--- config.mk ---
export PLATFORM = sky130hd
export DESIGN_NAME = selector_output_fifo_flat
export DESIGN_NICKNAME = d
export VERILOG_FILES = /design/src/rtl/selector_output_fifo_if.sv /design/src/rtl/selector_output_fifo.sv /design/src/flat_wrapper.sv
export SDC_FILE = /design/constraint.sdc
export NUM_CORES = 1
export LEC_CHECK = 0
export CORE_MARGIN = 2
export CORE_UTILIZATION = 55
export CTS_BUF_LIST = sky130_fd_sc_hd__clkbuf_8
export DETAILED_ROUTE_END_ITERATION = 8
export GPL_TIMING_DRIVEN = 0
export HOLD_SLACK_MARGIN = 0.15
export PLACE_DENSITY = 0.73
export SLEW_MARGIN = 25
export SYNTH_ARGS = -nofsm -noshare
export SYNTH_HDL_FRONTEND = slang
export SYNTH_SLANG_ARGS = --single-unit
--- constraint.sdc ---
create_clock -name clk -period 8.8 [get_ports clk]
set_clock_uncertainty 0.05 [all_clocks]
set_input_delay 0.88 -clock clk [delete_from_list [all_inputs] [get_ports clk]]
set_output_delay 0.88 -clock clk [all_outputs]
set_load 0.01 [all_outputs]
--- src/rtl/selector_output_fifo_if.sv ---
`default_nettype none
// ============================================================================
// Module      : selector_output_fifo_if
// Description : Handshake bundle between data_selector, the output FIFO and
//               the beat consumer. The master side is the environment
//               (word source and beat sink); the slave side is the FIFO.
//               The overflow signal exists only with SELECTOR_FIFO_OVF_EN.
// Revision    : 1.0 - initial release
// ============================================================================
interface selector_output_fifo_if #(
    parameter int DATA_WIDTH               = 4,
    parameter int SELECTOR_OUTPUTS_PER_BUS = 4,
    parameter int FIFO_DEPTH               = 8
);
    localparam int c_word_w = DATA_WIDTH * SELECTOR_OUTPUTS_PER_BUS;
    localparam int c_lvl_w  = $clog2(FIFO_DEPTH + 1);

    logic                  in_valid;
    logic [c_word_w-1:0]   data_in;
    logic                  wBusy;
    logic [c_lvl_w-1:0]    level;
    logic                  out_valid;
    logic                  out_ready;
    logic [DATA_WIDTH-1:0] out_data;
    logic                  out_last;
`ifdef SELECTOR_FIFO_OVF_EN
    logic                  overflow;
`endif

    modport master (
        output in_valid,
        output data_in,
        output out_ready,
        input  wBusy,
        input  level,
        input  out_valid,
        input  out_data,
        input  out_last
`ifdef SELECTOR_FIFO_OVF_EN
        ,
        input  overflow
`endif
    );

    modport slave (
        input  in_valid,
        input  data_in,
        input  out_ready,
        output wBusy,
        output level,
        output out_valid,
        output out_data,
        output out_last
`ifdef SELECTOR_FIFO_OVF_EN
        ,
        output overflow
`endif
    );
endinterface : selector_output_fifo_if
`default_nettype wire

--- src/rtl/selector_output_fifo.sv ---
`default_nettype none
// ============================================================================
// Module      : selector_output_fifo
// Description : Word FIFO behind data_selector plus a serializer that emits
//               each word as SELECTOR_OUTPUTS_PER_BUS beats, lane 0 first,
//               on a valid/ready channel. wBusy back-pressures the selector
//               from the registered fill level.
//               Optional feature macro: SELECTOR_FIFO_OVF_EN adds a sticky
//               overflow flag set whenever a word is dropped at full.
// Revision    : 1.0 - initial release
// ============================================================================
module selector_output_fifo #(
    parameter int DATA_WIDTH               = 4,
    parameter int SELECTOR_OUTPUTS_PER_BUS = 4,
    parameter int FIFO_DEPTH               = 8,
    parameter int BUSY_THRESHOLD           = 6
) (
    input  logic                   clk,
    input  logic                   rst,
    selector_output_fifo_if.slave  bus
);
    localparam int c_lanes  = SELECTOR_OUTPUTS_PER_BUS;
    localparam int c_word_w = DATA_WIDTH * c_lanes;
    localparam int c_ptr_w  = $clog2(FIFO_DEPTH);
    localparam int c_lvl_w  = $clog2(FIFO_DEPTH + 1);
    localparam int c_lane_w = (c_lanes > 1) ? $clog2(c_lanes) : 1;

    localparam logic [c_lvl_w-1:0]  c_depth     = c_lvl_w'(FIFO_DEPTH);
    localparam logic [c_lvl_w-1:0]  c_busy_th   = c_lvl_w'(BUSY_THRESHOLD);
    localparam logic [c_lane_w-1:0] c_last_lane = c_lane_w'(c_lanes - 1);

    typedef enum logic [0:0] {
        ST_IDLE = 1'b0,
        ST_LOAD = 1'b1
    } state_t;

    // Storage and pointers
    logic [c_word_w-1:0]   r_mem [FIFO_DEPTH];
    logic [c_ptr_w-1:0]    r_wr_ptr;
    logic [c_ptr_w-1:0]    r_rd_ptr;
    logic [c_lvl_w-1:0]    r_level;

    // Serializer state and registered outputs
    state_t                r_state;
    logic [c_word_w-1:0]   r_shift;
    logic [c_lane_w-1:0]   r_lane;
    logic                  r_out_valid;
    logic [DATA_WIDTH-1:0] r_out_data;
    logic                  r_out_last;

    logic [c_word_w-1:0]   w_head;
    logic                  w_beat_fire;
    logic                  w_last_fire;
    logic                  w_not_empty;
    logic                  w_full;
    logic                  w_pop;
    logic                  w_push;
    logic [c_lane_w-1:0]   w_next_lane;
    logic [DATA_WIDTH-1:0] w_next_beat;

    assign w_head      = r_mem[r_rd_ptr];
    assign w_beat_fire = r_out_valid & bus.out_ready;
    assign w_last_fire = w_beat_fire & (r_lane == c_last_lane);
    assign w_not_empty = (r_level != '0);
    assign w_full      = (r_level == c_depth);

    // The serializer takes a new word when idle, or seamlessly when its
    // final beat is accepted, so a full FIFO can absorb a word that cycle.
    assign w_pop       = w_not_empty & ((r_state == ST_IDLE) | w_last_fire);
    assign w_push      = bus.in_valid & (~w_full | w_pop);

    assign w_next_lane = r_lane + 1'b1;
    assign w_next_beat = r_shift[int'(w_next_lane) * DATA_WIDTH +: DATA_WIDTH];

    // Word storage; contents need no reset because level gates every read
    always_ff @(posedge clk) begin
        if (w_push) begin
            r_mem[r_wr_ptr] <= bus.data_in;
        end
    end

    // Pointers wrap naturally because the depth is a power of two
    always_ff @(posedge clk or posedge rst) begin
        if (rst) begin
            r_wr_ptr <= '0;
            r_rd_ptr <= '0;
        end else begin
            if (w_push) begin
                r_wr_ptr <= r_wr_ptr + c_ptr_w'(1);
            end
            if (w_pop) begin
                r_rd_ptr <= r_rd_ptr + c_ptr_w'(1);
            end
        end
    end

    // Fill level excludes the word currently held by the serializer
    always_ff @(posedge clk or posedge rst) begin
        if (rst) begin
            r_level <= '0;
        end else begin
            case ({w_push, w_pop})
                2'b10:   r_level <= r_level + c_lvl_w'(1);
                2'b01:   r_level <= r_level - c_lvl_w'(1);
                default: r_level <= r_level;
            endcase
        end
    end

    // Serializer: load a word, step lanes on each accepted beat, chain words
    always_ff @(posedge clk or posedge rst) begin
        if (rst) begin
            r_state     <= ST_IDLE;
            r_shift     <= '0;
            r_lane      <= '0;
            r_out_valid <= 1'b0;
            r_out_data  <= '0;
            r_out_last  <= 1'b0;
        end else begin
            case (r_state)
                ST_IDLE: begin
                    if (w_pop) begin
                        r_state     <= ST_LOAD;
                        r_shift     <= w_head;
                        r_lane      <= '0;
                        r_out_valid <= 1'b1;
                        r_out_data  <= w_head[DATA_WIDTH-1:0];
                        r_out_last  <= (c_lanes == 1);
                    end
                end
                ST_LOAD: begin
                    if (w_beat_fire) begin
                        if (r_lane != c_last_lane) begin
                            r_lane     <= w_next_lane;
                            r_out_data <= w_next_beat;
                            r_out_last <= (w_next_lane == c_last_lane);
                        end else if (w_pop) begin
                            r_shift    <= w_head;
                            r_lane     <= '0;
                            r_out_data <= w_head[DATA_WIDTH-1:0];
                            r_out_last <= (c_lanes == 1);
                        end else begin
                            r_state     <= ST_IDLE;
                            r_lane      <= '0;
                            r_out_valid <= 1'b0;
                            r_out_data  <= '0;
                            r_out_last  <= 1'b0;
                        end
                    end
                end
                default: begin
                    r_state     <= ST_IDLE;
                    r_out_valid <= 1'b0;
                end
            endcase
        end
    end

    assign bus.wBusy     = (r_level >= c_busy_th);
    assign bus.level     = r_level;
    assign bus.out_valid = r_out_valid;
    assign bus.out_data  = r_out_data;
    assign bus.out_last  = r_out_last;

`ifdef SELECTOR_FIFO_OVF_EN
    logic w_drop;
    logic r_overflow;

    assign w_drop = bus.in_valid & w_full & ~w_pop;

    // Sticky drop indicator, cleared only by reset
    always_ff @(posedge clk or posedge rst) begin
        if (rst) begin
            r_overflow <= 1'b0;
        end else if (w_drop) begin
            r_overflow <= 1'b1;
        end
    end

    assign bus.overflow = r_overflow;
`endif

endmodule : selector_output_fifo
`default_nettype wire

--- src/flat_wrapper.sv ---
// flat-port wrapper written by rule: the top's interface ports become plain ports
module selector_output_fifo_flat 
#(
    parameter int DATA_WIDTH               = 4,
    parameter int SELECTOR_OUTPUTS_PER_BUS = 4,
    parameter int FIFO_DEPTH               = 8,
    parameter int BUSY_THRESHOLD           = 6
)
  (clk, rst, bus_in_valid, bus_data_in, bus_out_ready, bus_wBusy, bus_level, bus_out_valid, bus_out_data, bus_out_last);
  selector_output_fifo_if #(.DATA_WIDTH(DATA_WIDTH), .SELECTOR_OUTPUTS_PER_BUS(SELECTOR_OUTPUTS_PER_BUS), .FIFO_DEPTH(FIFO_DEPTH)) bus_i ();
  input  logic clk;
  input  logic rst;
  input wire logic [$bits(bus_i.in_valid)-1:0] bus_in_valid;
  input wire logic [$bits(bus_i.data_in)-1:0] bus_data_in;
  input wire logic [$bits(bus_i.out_ready)-1:0] bus_out_ready;
  output wire logic [$bits(bus_i.wBusy)-1:0] bus_wBusy;
  output wire logic [$bits(bus_i.level)-1:0] bus_level;
  output wire logic [$bits(bus_i.out_valid)-1:0] bus_out_valid;
  output wire logic [$bits(bus_i.out_data)-1:0] bus_out_data;
  output wire logic [$bits(bus_i.out_last)-1:0] bus_out_last;
  assign bus_i.in_valid = bus_in_valid;
  assign bus_i.data_in = bus_data_in;
  assign bus_i.out_ready = bus_out_ready;
  assign bus_wBusy = bus_i.wBusy;
  assign bus_level = bus_i.level;
  assign bus_out_valid = bus_i.out_valid;
  assign bus_out_data = bus_i.out_data;
  assign bus_out_last = bus_i.out_last;
  selector_output_fifo #(.DATA_WIDTH(DATA_WIDTH), .SELECTOR_OUTPUTS_PER_BUS(SELECTOR_OUTPUTS_PER_BUS), .FIFO_DEPTH(FIFO_DEPTH), .BUSY_THRESHOLD(BUSY_THRESHOLD)) u_core (.clk(clk), .rst(rst), .bus(bus_i));
endmodule
==> key figures, run 1 <==
Critical path
  • Crit path DAT: 3.43 ns
  • Crit path largest cell delay: 0.58 ns
  • Crit Path Max Fanout: 8
  • Required time of the critical path: 8.91 ns
  • Reg2Reg Depth: 7
  • CP endpoint kind: flip-flop
  • Reg2reg setup slack: 5.64 ns
  • Crit Reg-Reg Startpoint: u_core.r_lane[0]$_DFFE_PP0P_
  • CP Cell Sequence: clkdlybuf4s50_1 > nand3_1 > a41oi_1 > nand2_1 > nor3_2 > buf_6 > buf_6
  • Setup crit start kind: input port
  • Crit path kind: in -> reg
  • CP max stage cell: nor3_2
  • Most frequent CP cell: buf_6
  • Reg2Reg Capture Point: u_core.r_mem[2][14]$_DFFE_PP_

Layout
  • Synthesis-to-layout area growth: 15.9%
  • Most common cell after layout, fill and taps aside: edfxtp_1
  • Fin util: 0.658
  • Share of layout cells above drive strength 1: 0.237
  • Non-filler instance count after layout: 570
  • Most frequent cells in the layout: edfxtp_1, nand2_1, dfrtp_1
  • Number of fill cells in the layout: 800
  • ANT cells: 0
  • Post-route cell area: 0.00758 sq mm
  • Post-layout nets: 441

Global route
  • Number of global-route vias before repair: 3559
  • GRT Overall Usage: 0.215
  • Initial antenna violation count: 0
  • First-pass GRT wire length: 19700 um
  • Grt ovf: 0
  • Largest net degree at the start of global routing: 36

Synth
  • Number of synthesized flops with an enable pin: between 100 and 150
  • Synth Cell Area: approximately 0.0065 sq mm
  • FF+latch count, synth: around 160
  • Syn. warnings: 0
  • Async set-reset flop share out of synthesis: 0.215
  • Yosys cell types: 39
  • Cells after synthesis: 353
  • Sequential-to-total area share from yosys stat: 0.722
  • Avg Cell Area, Syn: 18.5 sq um
  • Post-Syn Nets: 380
  • Ys flop type: edfxtp_1

Power
  • Cell internal pwr: 1680 uW
  • VDD IR max: 0.173 mV
  • Clk network pwr share: 0.225
  • Tot Pwr: 2470 uW
  • Switching share of power: 0.319
  • Total net switching power: 788 uW
  • Leak: 0.00269 uW
  • Cell Pwr Density: 326 mW/mm^2
  • Seq pwr share: 0.448
  • Comb pwr share: 0.327

STA
  • Slew margin rel.: 0.485
  • Max Slew Vio Count: 0
  • F_max: 301 MHz
  • Hold Vio Cnt, Final: 0
  • Final Critical Period: about 3.3 ns
  • Final setup fails: 0
  • Slew @ Worst Pin: 0.764 ns
  • RSZ-0062 raised after global routing: no
  • Final period util: 0.378
  • TNS Setup: 0 ns

Place
  • Placed cell count: 538
  • IO Port Bufs: 30
  • RePlAce Congestion: a little over 0.8
  • Placed cell area: 0.00716 sq mm
  • DP HPWL: 8620 um

Run status
  • Outcome: finished, violations left
  • Failing checks: design-rule violations

Clock network
  • Worst-path clk slew: roughly 0.08 ns
  • # hold bufs at CTS: 0
  • Clock Latency Late Sink: between 0.4 and 0.5 ns
  • Root buf cell: clkbuf_8
  • CTS max path bufs: 2
  • Post-CTS Resized: 0
  • Number of CTS-inserted buffers: 17
  • # Post-CTS Setup Buffers: 0
  • H-tree levels: 4
  • CTS tree: yes
  • Clock sinks: 163

Drt
  • Routed length per placed instance: between 20 and 25 um
  • DR pass1 iterations: 7
  • Initial DRC count: roughly 280
  • Vias/cell: 6.02
  • Vias post-DR: 3434
  • Post-Route WL: 12600 um
  • Final ANT Viol Nets: 0
  • Drt drc: 4

Worst hold path
  • Min-delay src: u_core.r_shift[1]$_DFFE_PP0P_
  • Hold Crit Depth: 1
  • HP Class: reg -> reg
  • WHS Endpoint: u_core.r_shift[1]$_DFFE_PP0P_

Floorplanning
  • IO Pins: 31
  • Die Y-Extent: about 110 um
  • # rows: 39
  • Core region area: 0.0115 sq mm
  • Die area: about 0.013 sq mm
  • Starting Density: 0.568
  • Die X: 113 um

Flow run
  • MaxCap Viol Count: 0
==> power by group through the flow <==
| stage | Clock, uW | Sequential, uW | Combinational, uW |
|---|---|---|---|
| floorplan | 0 | 1100 | 542 |
| global placement | 0 | 1120 | 763 |
| detailed placement | 0 | 1120 | 816 |
| CTS | 564 | 1110 | 818 |
| global route | 599 | 1130 | 881 |
| finish | 556 | 1110 | 809 |
==> critical path, delay by kind of cell <==
family                 cells  cell delay (ns)
and+or+nand+nor            3             1.11
buffers and inverters      3             0.91
AOI/OAI and AO/OA          1             0.52
==> routing by layer <==
metal / vias up / part of all wire / global-route usage
li1: 1532 / - / -
met1: 1788 / 0.43 / 0.296
met2: 95 / 0.49 / 0.339
met3: 19 / 0.047 / 0.0471
met4: 0 / 0.025 / 0.0927
met5: - / 0 / 0
==> state kept, by name (all words and copies together), names as in the netlist, 2 cells and up <==
signal / cells
u_core.bus.level: 4
u_core.bus.out_data: 4
u_core.r_lane: 2
u_core.r_mem: 128
u_core.r_rd_ptr: 3
u_core.r_shift: 16
u_core.r_wr_ptr: 3
==> cell families (layout without fill, tap and decap cells) <==
logic type	Yosys count	count (layout)	synth area share
buffers and inverters	21	95	0.0153
multiplexers	57	57	0.159
XOR/XNOR	6	6	0.00804
AND/OR/NAND/NOR	62	62	0.0436
flip-flops	163	163	0.722
AO/OA/AOI/OAI	37	37	0.0379
adder cells (fa/ha/maj)	7	7	0.0145
==> metrics by stage <==
stage	setup WS (ns)	hold WS (ns)
final	5.48	0.434
after global routing	5.39	0.479
after CTS	5.50	0.434
after detailed placement	5.03	0.416
after global placement	2.91	0.406
after floorplan	5.41	0.391
==> synth_stat cells (all sizes together), types with 2 or more instances <==
cell | n | area [sq um]
buf | 10 | 58.8
nor4 | 2 | 27.5
clkbuf | 3 | 11.3
nand3 | 4 | 20.0
a21oi | 2 | 10.0
nor2 | 7 | 26.3
inv | 8 | 30.0
nor3 | 7 | 35.0
ha | 6 | 75.1
dfrtp | 35 | 876
mux4 | 36 | 822
edfxtp | 128 | 3840
a211oi | 2 | 15.0
nand2b | 2 | 12.5
and3 | 3 | 18.8
a41oi | 2 | 17.5
a221o | 2 | 20.0
a221oi | 2 | 17.5
a21o | 4 | 31.3
mux2i | 17 | 170
mux2 | 4 | 45.0
o21ai | 16 | 80.1
o22ai | 3 | 25.0
xnor2 | 5 | 43.8
nand2 | 36 | 135
==> how the worst max path moves through the flow <==
stage                   from                            end  slack [ns]  cells after the start
6_report       bus_out_ready  u_core.r_mem[2][14]$_DFFE_PP_        5.48                      7
5_1_grt        bus_out_ready  u_core.r_mem[2][11]$_DFFE_PP_        5.39                      7
4_1_cts        bus_out_ready  u_core.r_mem[2][11]$_DFFE_PP_        5.50                      7
3_5_place_dp   bus_out_ready  u_core.r_mem[2][14]$_DFFE_PP_        5.03                      7
3_3_place_gp   bus_out_ready  u_core.r_mem[0][14]$_DFFE_PP_        2.91                      5
2_1_floorplan  bus_out_ready   u_core.r_mem[0][0]$_DFFE_PP_        5.41                      4
==> area by class of cell <==
type,count,area [sq um],area share
Buffer,13,70.1,0.00925
Clock buffer,17,234,0.0309
Clock inverter,15,179,0.0236
Inverter,8,30.0,0.00396
Multi-Input combinational cell,169,1760,0.232
Sequential cell,163,4720,0.623
Tap cell,143,179,0.0236
Timing Repair Buffer,42,404,0.0533
Power figures use the tool's default switching activity.
==> run 2, diff against run 1 <==
--- a/config.mk
+++ b/config.mk
@@ -11,7 +11,7 @@
 export DETAILED_ROUTE_END_ITERATION = 8
 export GPL_TIMING_DRIVEN = 0
 export HOLD_SLACK_MARGIN = 0.15
-export PLACE_DENSITY = 0.73
+export PLACE_DENSITY = 0.76
 export SLEW_MARGIN = 25
 export SYNTH_ARGS = -nofsm -noshare
 export SYNTH_HDL_FRONTEND = slang
==> constraint.sdc (replaced) <==
create_clock -name clk -period 2.9 [get_ports clk]
set_clock_uncertainty 0.05 [all_clocks]
set_input_delay 0.29 -clock clk [delete_from_list [all_inputs] [get_ports clk]]
set_output_delay 0.29 -clock clk [all_outputs]
set_load 0.01 [all_outputs]
==> run 2 against run 1 <==
Via count fell by 1.3%. Critical path depth fell by 1. Worst hold slack got worse by 0.19 ns. Sequential share of layout area fell by 0.14 points. The run still ends with design-rule violations left. First-iteration DRC count rose by 2.2%. Final cell count rose by 0.53%. Utilization rose by 0.16 points. Sequential power rose to 3.0 times the previous value.
==> key figures, run 2 (synthesized netlist as in run 1, its figures left out) <==
Floorplanning
  • # rows: 39
  • Die Y-Extent: 113 um
  • Starting Density: 0.568
  • IO Pins: 31
  • Core region area: between 0.01 and 0.015 sq mm
  • Die area: 0.0128 sq mm
  • Die X: 113 um

Clock network
  • H-tree levels: 4
  • CTS tree: yes
  • CTS max path bufs: 2
  • Number of CTS-inserted buffers: 17
  • Clock Latency Late Sink: 0.44 ns
  • Clock sinks: around 160
  • Root buf cell: clkbuf_8
  • Worst-path clk slew: 0.08 ns
  • # hold bufs at CTS: 0

Place
  • RePlAce Congestion: 0.822
  • IO Port Bufs: 30
  • DP HPWL: 8270 um

Global route
  • Initial antenna violation count: 0
  • GRT Overall Usage: 0.217
  • Number of global-route vias before repair: 3557
  • Largest net degree at the start of global routing: 36
  • Grt ovf: 0
  • First-pass GRT wire length: 20000 um

Layout
  • Post-layout nets: 444
  • Top Registers: u_core.r_mem: 128 flops, u_core.r_shift: 16 flops
  • ANT cells: 0
  • Max FFs per register: 128
  • Fin util: 0.660
  • Most common cell after layout, fill and taps aside: edfxtp_1
  • Share of layout cells above drive strength 1: 0.230
  • Most frequent cells in the layout: edfxtp_1, nand2_1, dfrtp_1
  • Area of the multi-input gates: 0.00179 sq mm
  • Synthesis-to-layout area growth: 16.2%
  • Number of fill cells in the layout: around 800
  • Register area: around 0.0047 sq mm
  • Largest Register: u_core.r_mem

STA
  • F_max: 374 MHz
  • RSZ-0062 raised after global routing: no
  • Hold Vio Cnt, Final: 0
  • Slew @ Worst Pin: 0.862 ns
  • Final setup fails: 0
  • Final Critical Period: 2.68 ns
  • Max Slew Vio Count: 0
  • Slew margin rel.: 0.419
  • Worst hold margin: 0.239 ns
  • Final period util: 0.923

Critical path
  • Crit path kind: reg -> reg
  • Setup crit start kind: flip-flop
  • Crit path DAT: 2.77 ns
  • Crit Path Max Fanout: 8
  • Reg2reg setup slack: 0.22 ns
  • CP endpoint kind: flip-flop
  • Required time of the critical path: approximately 3.0 ns

Drt
  • Post-Route WL: 12600 um
  • DR pass1 iterations: 6
  • Final ANT Viol Nets: 0
  • Vias/cell: 5.92
  • Initial DRC count: about 280
  • Vias post-DR: roughly 3.4k
  • Routed length per placed instance: 22.1 um
  • Drt drc: 2

Power
  • Clk network pwr share: 0.195
  • Cell internal pwr: 4950 uW
  • Leak: 0.00271 uW
  • VDD IR max: between 0.5 and 0.6 mV
  • Seq pwr share: 0.464
  • Switching share of power: 0.321
  • Cell Pwr Density: 959 mW/mm^2
  • Comb pwr share: 0.341
  • Tot Pwr: around 7300 uW
  • Total net switching power: between 2000 and 2500 uW

Flow run
  • MaxCap Viol Count: 0

Run status
  • Outcome: finished, violations left
  • Failing checks: design-rule violations

Worst hold path
  • HP Class: in -> async
## run 2: cell count changes in the layout (fill, tap and decap cells not counted), moves of 3 or more
cell    delta
buf_4      +3
inv_6      -3
inv_1      +5
buf_12     +4
## run 2: power groups by stage
stage	Clock (uW)	Sequential (uW)	Combinational, uW
2_1_floorplan	0	3350	1650
3_3_place_gp	0	3390	2310
3_5_place_dp	0	3430	2440
4_1_cts	1440	3380	2490
5_1_grt	1540	3440	2710
6_report	1420	3380	2480
## run 2: worst paths after layout
check / start / to / depth (start not counted)
setup / recovery: u_core.r_lane[0]$_DFFE_PP0P_ / u_core.r_mem[2][3]$_DFFE_PP_ / 6
hold / removal: rst / u_core.bus.out_data[0]$_DFFE_PP0P_ / 2
setup reg to reg: u_core.r_lane[0]$_DFFE_PP0P_ / u_core.r_mem[2][3]$_DFFE_PP_ / 6
hold reg to reg: u_core.r_shift[15]$_DFFE_PP0P_ / u_core.r_shift[15]$_DFFE_PP0P_ / 2
max in group asynchronous: rst / u_core.r_lane[0]$_DFFE_PP0P_ / 2
min in group clk: u_core.r_shift[15]$_DFFE_PP0P_ / u_core.r_shift[15]$_DFFE_PP0P_ / 2
## run 2: area by class of cell
class / count / share of cell area
sequential: 163 / 0.621
multi-input combinational: 169 / 0.235
timing repair buffer: 45 / 0.0624
clock buffer: 17 / 0.0308
tap: 143 / 0.0236
clock inverter: 15 / 0.0135
buffer: 13 / 0.00922
inverter: 8 / 0.00395
## run 2: critical path, stage by stage, from the launching register on
cell and delay (ns):
dfrtp_2 0.46, ha_1 0.22, nand3_1 0.25, a41oi_1 0.53
nand2_1 0.34, nor3_4 0.30, buf_4 0.22
## run 2: what timing repair did
| item | 4_1_cts | 5_1_grt |
|---|---|---|
| gates cloned | 0 | 0 |
| endpoints found under the hold margin | 0 | 0 |
| setup endpoints to repair | 42 | 35 |
| gates resized for setup | 0 | 2 |
| setup buffers | 5 | 1 |
| pin swaps | 3 | 1 |
## run 2: stage by stage
step | setup WS, ns | cell area [sq um] | std cells | TNS, ns
4_1_cts | 0.00602 | 7570 | 572 | 0
3_3_place_gp | -1.47 | 7030 | 526 | -126.99
3_5_place_dp | -0.0873 | 7160 | 535 | -3.59
2_1_floorplan | 0.0889 | 6550 | 353 | 0
5_1_grt | 0.00920 | 7600 | 573 | 0
6_report | 0.224 | 7600 | 573 | 0
## run 2: per-layer routing
metal | vias up | global-route usage | wire (um)
met1 | 1754 | 0.282 | 5350
li1 | 1529 | - | -
met3 | 14 | 0.0648 | 651
met5 | - | 0 | 0
met4 | 0 | 0.0707 | 216
met2 | 94 | 0.357 | 6430
==> run 3, diff against run 2 <==
--- a/config.mk
+++ b/config.mk
@@ -5,6 +5,7 @@
 export SDC_FILE = /design/constraint.sdc
 export NUM_CORES = 1
 export LEC_CHECK = 0
+export ABC_CLOCK_PERIOD_IN_PS = 2900
 export CORE_MARGIN = 2
 export CORE_UTILIZATION = 55
 export CTS_BUF_LIST = sky130_fd_sc_hd__clkbuf_8
@@ -12,6 +13,8 @@
 export GPL_TIMING_DRIVEN = 0
 export HOLD_SLACK_MARGIN = 0.15
 export PLACE_DENSITY = 0.76
+export RECOVER_POWER = 100
+export SETUP_SLACK_MARGIN = 0.5
 export SLEW_MARGIN = 25
 export SYNTH_ARGS = -nofsm -noshare
 export SYNTH_HDL_FRONTEND = slang
==> run 3 against run 2 <==
The run still ends with design-rule violations left. Non-clock buffer count rose by 4. Routed wire length fell by 2.9%. Via count rose by 2.2%. Combinational power fell by 2%. Clock power rose by 19%. Fmax rose by 4.8%. Worst setup slack improved by 0.12 ns. Sequential share of layout area barely moved. Power rose by 2.1%. Critical path depth did not move. Critical endpoint is now u_core.r_mem[4][15]$_DFFE_PP_. Largest cell class unchanged. Highest routed layer unchanged.
==> key figures, run 3 (synthesized netlist as in run 1, its figures left out) <==
Critical path
  • Crit Reg-Reg Startpoint: u_core.r_lane[1]$_DFFE_PP0P_
  • Crit path launch: u_core.r_lane[1]$_DFFE_PP0P_
  • CP Cell Sequence: ha_1 > nand3_4 > nand2_1 > o21ai_2 > nor3_1 > clkbuf_1
  • Crit path largest cell delay: 0.69 ns
  • Setup crit start kind: flip-flop
  • Required time of the critical path: 2.93 ns
  • Crit path DAT: 2.59 ns
  • CP endpoint kind: flip-flop
  • Crit Path Max Fanout: 8
  • CP max stage cell: nor3_1
  • Crit path kind: reg -> reg
  • Reg2Reg Depth: 6

STA
  • Max Slew Vio Count: 0
  • TNS Setup: 0 ns
  • Final Critical Period: 2.55 ns
  • Final setup fails: 0
  • Final period util: 0.880
  • RSZ-0062 raised after global routing: yes
  • Slew margin rel.: 0.115
  • F_max: 392 MHz
  • Hold Vio Cnt, Final: 0
  • Slew @ Worst Pin: 1.33 ns

Drt
  • Post-Route WL: 12300 um
  • Routed length per placed instance: 21.3 um
  • DR pass1 iterations: 6
  • Initial DRC count: 390
  • Vias post-DR: 3467
  • Vias/cell: 6.01
  • Drt drc: 4
  • Final ANT Viol Nets: 0

Power
  • Leak: 0.00272 uW
  • Cell Pwr Density: about 980 mW/mm^2
  • Switching share of power: 0.315
  • Clk network pwr share: 0.227
  • Tot Pwr: approximately 7400 uW
  • Total net switching power: 2350 uW
  • VDD IR max: between 0.3 and 0.4 mV
  • Comb pwr share: 0.325
  • Cell internal pwr: 5100 uW
  • Seq pwr share: 0.447

Place
  • Placed cell count: approximately 530
  • DP HPWL: 7970 um
  • IO Port Bufs: 30
  • RePlAce Congestion: between 0.8 and 0.9
  • Placed cell area: 0.00714 sq mm

Clock network
  • Root buf cell: clkbuf_8
  • # hold bufs at CTS: 0
  • Worst-path clk slew: about 0.080 ns
  • H-tree levels: 4
  • CTS max path bufs: 2
  • Clock sinks: 163
  • Clock Latency Late Sink: approximately 0.44 ns
  • CTS tree: yes
  • Number of CTS-inserted buffers: 17

Flow run
  • MaxCap Viol Count: 0

Layout
  • Most common cell after layout, fill and taps aside: edfxtp_1
  • Post-route cell area: 0.00760 sq mm
  • Post-layout nets: 448
  • Max FFs per register: 128
  • ANT cells: 0
  • Synthesis-to-layout area growth: 16.3%
  • Share of layout cells above drive strength 1: 0.212
  • Largest Register: u_core.r_mem
  • Non-filler instance count after layout: 577
  • Number of fill cells in the layout: between 700 and 800
  • Most frequent cells in the layout: edfxtp_1, nand2_1, dfrtp_1
  • Top Registers: u_core.r_mem: 128 flops, u_core.r_shift: 16 flops

Global route
  • First-pass GRT wire length: 19500 um
  • GRT Overall Usage: 0.207
  • Initial antenna violation count: 0
  • Grt ovf: 0
  • Number of global-route vias before repair: 3572
  • Largest net degree at the start of global routing: 36

Floorplanning
  • # rows: 39
  • Die X: 113 um
  • Die Y-Extent: 113 um
  • IO Pins: 31
  • Starting Density: 0.568
  • Core region area: 0.0115 sq mm
  • Die area: 0.0128 sq mm

Run status
  • Outcome: finished, violations left
  • Failing checks: design-rule violations

Worst hold path
  • Hold Crit Depth: 2
  • Min-delay src: u_core.r_shift[11]$_DFFE_PP0P_
  • HP Class: reg -> reg
==> run 3: cell types whose count changed in the layout (fill, tap and decap cells not counted), sizes merged <==
cell           change
clkdlybuf4s50     -28
dlygate4sd3       +28
clkbuf            +10
buf                -6
clkinv             -3
bufinv             +2
inv                +1
==> run 3: layout make-up <==
type | count | area, sq um | share of cell area
clock buffer | 17 | 234 | 0.0308
buffer | 13 | 67.6 | 0.00889
inverter | 8 | 30.0 | 0.00395
tap | 143 | 179 | 0.0235
timing repair buffer | 49 | 464 | 0.0611
clock inverter | 15 | 178 | 0.0234
sequential | 163 | 4720 | 0.621
multi-input combinational | 169 | 1730 | 0.227
==> run 3: what timing repair did <==
action / CTS / global route
resized for setup: 6 / 2
setup buffers: 11 / 0
setup endpoints to repair: 128 / 44
pin swaps: 7 / 0
==> run 3: final timing paths <==
check                                                        to  slack [ns]
worst max-delay path              u_core.r_mem[4][15]$_DFFE_PP_        0.35
worst min-delay path             u_core.r_shift[11]$_DFFE_PP0P_        0.44
worst max register to register    u_core.r_mem[4][15]$_DFFE_PP_        0.35
worst min register to register   u_core.r_shift[11]$_DFFE_PP0P_        0.44
max in group asynchronous          u_core.r_lane[0]$_DFFE_PP0P_        1.30
min in group asynchronous       u_core.bus.level[0]$_DFFE_PP0P_        0.60
==> run 3: routing by layer <==
| layer | up-vias | wire [um] | GRT usage | share of wire |
|---|---|---|---|---|
| li1 | 1545 | - | - | - |
| met1 | 1789 | 5310 | 0.293 | 0.43 |
| met2 | 116 | 6040 | 0.331 | 0.49 |
| met3 | 17 | 714 | 0.0391 | 0.058 |
| met4 | 0 | 218 | 0.0732 | 0.018 |
| met5 | - | 0 | 0 | 0 |
==> run 3: stage by stage <==
stage	worst slack, ns	utilization	hold slack (ns)
3_3_place_gp	-1.34	0.612	0.409
2_1_floorplan	0.0889	-	0.339
6_report	0.348	0.660	0.443
4_1_cts	0.587	0.670	0.257
5_1_grt	0.241	0.660	0.466
3_5_place_dp	-0.461	0.620	0.420
==> run 3: worst max-delay path, delay by kind of cell, from the launching register on <==
kind	cells	cell delay [ns]
buffers and inverters	1	0.43
DFF	1	0.38
AOI/OAI and AO/OA	1	0.12
adders and majority gates	1	0.25
and+or+nand+nor	3	0.98
==> run 3: power by group through the flow <==
stage / clock [uW] / combinational (uW) / sequential [uW]
2_1_floorplan: 0 / 1670 / 3350
3_3_place_gp: 0 / 2320 / 3390
5_1_grt: 1820 / 2650 / 3380
4_1_cts: 1720 / 2560 / 3360
6_report: 1690 / 2420 / 3330
3_5_place_dp: 0 / 2430 / 3430
